--- config.mk ---
export PLATFORM = sky130hd
export DESIGN_NAME = sc_spi_scg
export DESIGN_NICKNAME = d
export VERILOG_FILES = /design/src/rtl/sc_spi_scg.sv
export SDC_FILE = /design/constraint.sdc
export NUM_CORES = 1
export LEC_CHECK = 0
export CORE_AREA = 2 2 48 50
export DETAILED_ROUTE_END_ITERATION = 8
export DIE_AREA = 0 0 50 52
export PLACE_DENSITY = 0.74
export SETUP_SLACK_MARGIN = 0.5
export SYNTH_ARGS = -nofsm -noshare
export SYNTH_HDL_FRONTEND = slang
export SYNTH_SLANG_ARGS = --single-unit
--- constraint.sdc ---
create_clock -name SYSCLK -period 2 [get_ports SYSCLK]
set_input_delay 0.2 -clock SYSCLK [delete_from_list [all_inputs] [get_ports SYSCLK]]
set_output_delay 0.2 -clock SYSCLK [all_outputs]
set_load 0.02 [all_outputs]
--- src/rtl/sc_spi_scg.sv ---
// sc_spi_scg: SPI base clock generator with registered rise/fall strobes.
module sc_spi_scg #(
    parameter int CNT_W = 8
) (
    input  logic             SYSCLK,
    input  logic             SYSRSTB,
    input  logic             CLK_ENABLE,
    input  logic [CNT_W-1:0] CLK_WIDTH_HIGH,
    input  logic [CNT_W-1:0] CLK_WIDTH_LOW,
    output logic             SCLK_BASE,
    output logic             SCK_RISE,
    output logic             SCK_FALL,
    output logic             SCK_ACTIVE
);
    typedef enum logic [1:0] {IDLE, LOW, HIGH} state_t;
    state_t state;
    logic [CNT_W-1:0] cnt;
    always_ff @(posedge SYSCLK or negedge SYSRSTB) begin
        if (!SYSRSTB) begin
            state      <= IDLE;
            cnt        <= '0;
            SCLK_BASE  <= 1'b0;
            SCK_RISE   <= 1'b0;
            SCK_FALL   <= 1'b0;
            SCK_ACTIVE <= 1'b0;
        end else begin
            SCK_RISE <= 1'b0;
            SCK_FALL <= 1'b0;
            if (state == IDLE) begin
                if (CLK_ENABLE) begin
                    state      <= LOW;
                    cnt        <= CLK_WIDTH_LOW;
                    SCK_ACTIVE <= 1'b1;
                end
            end else if (!CLK_ENABLE) begin
                // abort outranks phase expiry, so no strobe is emitted here
                state      <= IDLE;
                cnt        <= '0;
                SCLK_BASE  <= 1'b0;
                SCK_ACTIVE <= 1'b0;
            end else if (cnt != '0) begin
                cnt <= cnt - CNT_W'(1);
            end else if (state == LOW) begin
                state     <= HIGH;
                cnt       <= CLK_WIDTH_HIGH;
                SCLK_BASE <= 1'b1;
                SCK_RISE  <= 1'b1;
            end else begin
                state     <= LOW;
                cnt       <= CLK_WIDTH_LOW;
                SCLK_BASE <= 1'b0;
                SCK_FALL  <= 1'b1;
            end
        end
    end
endmodule

==> summary.txt <==
Critical path
  – CP Launch Point: cnt[2]$_DFFE_PN0P_
  – CP Class: reg -> reg
  – Crit-path cells: buf_4 > buf_4 > nor3_1 > xnor2_1 > nand2_1 > a221oi_2 > a21oi_1
  – Reg2reg start: cnt[2]$_DFFE_PN0P_
  – CP required: around 2200 ps
  – Critical Path Sink Type: register
  – CP most frequent cell: buf_4
  – Crit path launch type: register
  – CP max-delay cell: dfrtp_2
  – Worst Path Max Fanout: 4
  – Crit path DAT: roughly 1900 ps
  – Crit-path max cell delay: 440 ps

Clock network
  – # clock sinks: 14
  – CTS max path bufs: 2
  – TritonCTS Buffers: 3
  – Worst-Skew Late Latency: ~290 ps
  – Clock slew at reported path FFs: ~90 ps
  – CTS tree: done
  – H-tree depth: 1
  – Clk root buf: clkbuf_4

Yosys
  – Cell variety after synth: 27
  – Syn Inst Count: approximately 110
  – Synth Flop Type: dfrtp_1
  – Sequential area share after synthesis: approximately 36%
  – Synth Area in Adders: 5.15%
  – Post-Synthesis Cell Area: 971 um2
  – Yosys warns: 0
  – Fraction of registers with async set or reset after synthesis: 100%
  – Simple-gate share of the synthesized area: 18.6%
  – Number of synthesized flops with an enable pin: 0
  – Synth Net Count: between 100 and 150
  – Mux contribution to synthesized area: approximately a tenth
  – Synth Area in XOR/XNOR: ~4.5%
  – Main combinational cell family by area after synthesis: compound AO/OA/AOI/OAI gates
  – Synth Area in Compound Gates: between 20% and 30%
  – Post-synthesis register bit count: 14
  – Post-synthesis area per instance: between 8 and 9 um2

Finish
  – Ant diodes: 0
  – Nets: approximately 180
  – Layout cells sized above 1: between 30% and 40%
  – P&R area growth vs syn: 57.2%

Floorplanning
  – Core ar.: about 0.0021 mm2
  – # IOs: 23
  – Width of the chip: 50 um
  – Rows: 17
  – Initial core utilization: a little under half
  – Die ar.: around 0.0026 mm2
  – Die span in y: 52 um

Pwr
  – PwrDens: ~1500 mW/mm2
  – Clock share of power: roughly a tenth
  – Final Power: 0.00228 W
  – P_sw: between 0.001 and 0.0015 W
  – Gate power share: 65.6%
  – Switching share of power: 44.0%
  – Peak supply drop: between 1 and 1.5 mV
  – Leak: between 0.6 and 0.7 nW
  – Internal: between 0.001 and 0.0015 W
  – Sequential share of power: between 20 and 30%

STA
  – Setup TNS Final: 0 ps
  – Final Hold Vio Count: 0
  – Final hold slack: between 300 and 400 ps
  – Fin crit period: approximately 1700 ps
  – Slew Viols, Final: 0
  – Worst Skew: just under 5 ps
  – Final Cycle Share: between 80% and 90%
  – Relative slew slack: approximately 56%
  – Slew at the pin with the worst max-slew slack: 661 ps
  – Final setup vio count: 0
  – RSZ-0062 raised after global routing: yes
  – Max Fclk: 0.582 GHz

Placement
  – Buffers added on ports: 22
  – Post-detail-place hpwl: approximately 1.6 mm
  – Routability cong.: approximately 0.83

Run status
  – Status: finished clean

Worst hold path
  – Worst min path class: in -> async

Route
  – DRC Markers: 0
  – Drt pass-1 iters: 4
  – Met1 WL: 1.14 mm
  – Met2 WL post-DR: 1.47 mm
  – Initial drt markers: roughly 40
  – DR vias: roughly 1000
  – Met3 WL: between 150 and 200 um
  – Routed WL: approximately 2.8 mm
  – Vias/cell: 5.77
  – ANT nets after route: 0
  – Routed wire per std cell: between 15 and 20 um
  – Highest routed layer: met4

Global route
  – Initial antenna violation count: 0
  – Number of global-route vias before repair: around 960
  – Grt total ovfl: 0
  – GRT Total Usage: 23.1%
  – First-pass GRT wire length: approximately 4.5 mm
  – Largest net degree at the start of global routing: 17

Flow run
  – Max Cap Violations: 0
==> cells by family after synthesis <==
family	after synthesis
AO/OA/AOI/OAI	35
AND/OR/NAND/NOR	31
flip-flops	14
buffers and inverters	10
multiplexers	9
XOR/XNOR	5
adder cells (fa/ha/maj)	4
==> final cells by class <==
cell class / count / area (um2)
inverter: 6 / 22.5
clock buffer: 4 / 36.3
timing repair buffer: 44 / 404
multi-input combinational: 84 / 673
fill: 142 / 579
tap: 28 / 35.0
sequential: 14 / 355
==> critical path, delay by kind of cell, from the launching register on <==
family | cells | cell delay [ps]
flops | 1 | 440
compound gates | 2 | 310
buf+inv | 2 | 280
simple gates | 2 | 400
xor+xnor | 1 | 180
==> metrics by stage <==
step	util, %	setup slack, ps	cell area, um2	std cells
after global routing	72.5	215	1530	180
after floorplan	-	501	1000	108
after CTS	69.6	398	1470	178
after detailed placement	60.2	194	1270	160
final	72.5	282	1530	180
after global placement	60.2	275	1270	160
==> layer usage <==
layer	up-vias	GRT usage [%]
met1	511	28.5
met2	41	39.7
li1	475	-
met3	12	3.45
met5	-	0
met4	0	10.6
==> cells in the final DEF (no fill, tap or decap), types with 2 or more instances in the layout <==
master,instances
a211o_1,2
a211oi_2,2
a21oi_1,14
a21oi_2,2
a221oi_2,2
a31oi_1,2
buf_4,18
buf_6,4
clkbuf_4,3
clkdlybuf4s50_1,19
dfrtp_1,10
dfrtp_2,4
dlymetal6s2s_1,2
ha_1,3
inv_1,5
mux2i_1,7
nand2_1,4
nand3_1,2
nor2_1,5
nor2b_1,7
nor3_1,3
o21ai_1,7
xnor2_1,4
==> path summary, 6_finish.rpt <==
path / slack (ps) / cells past startpoint / endpoint
min reg2reg: 520 / 1 / SCK_ACTIVE$_DFFE_PN0P_
max in group asynchronous: 1230 / 1 / state[1]$_DFFE_PN0P_
min: 310 / 1 / cnt[0]$_DFFE_PN0P_
max reg2reg: 280 / 7 / cnt[3]$_DFFE_PN0P_
min in group SYSCLK: 460 / 3 / state[1]$_DFFE_PN0P_
max: 280 / 7 / cnt[3]$_DFFE_PN0P_
==> synthesized netlist by cell type (4+ instances only) <==
cell type,number,share of area [%]
a21oi_1,15,7.7
inv_1,6,2.3
xnor2_1,4,3.6
nor3_1,4,2.1
dfrtp_1,14,36
nand2_1,4,1.5
o21ai_1,6,3.1
nor2_1,6,2.3
ha_1,4,5.2
nor2b_1,9,5.8
mux2i_1,8,8.2
==> flip-flops by register name, indices dropped and copies added, names as in the netlist <==
register	flops
state	2
SCK_FALL	1
SCK_RISE	1
SCLK_BASE	1
SCK_ACTIVE	1
cnt	8
==> power groups by stage <==
stage / clock network [W] / logic, W / registers [W]
floorplan: 0 / 0.000833 / 0.000538
global placement: 0 / 0.00105 / 0.000548
detailed placement: 0 / 0.00109 / 0.000548
CTS: 0.000211 / 0.00136 / 0.000551
global route: 0.000238 / 0.00162 / 0.000584
finish: 0.000214 / 0.00150 / 0.000570
==> repair_timing <==
item                                    in CTS  in global routing
hold buffers                                 0                  0
pin swaps                                   10                  7
setup buffers                               14                  2
gates resized for setup                     16                 13
endpoints found under the setup margin      12                 15
(Power assumes the default switching activity.)
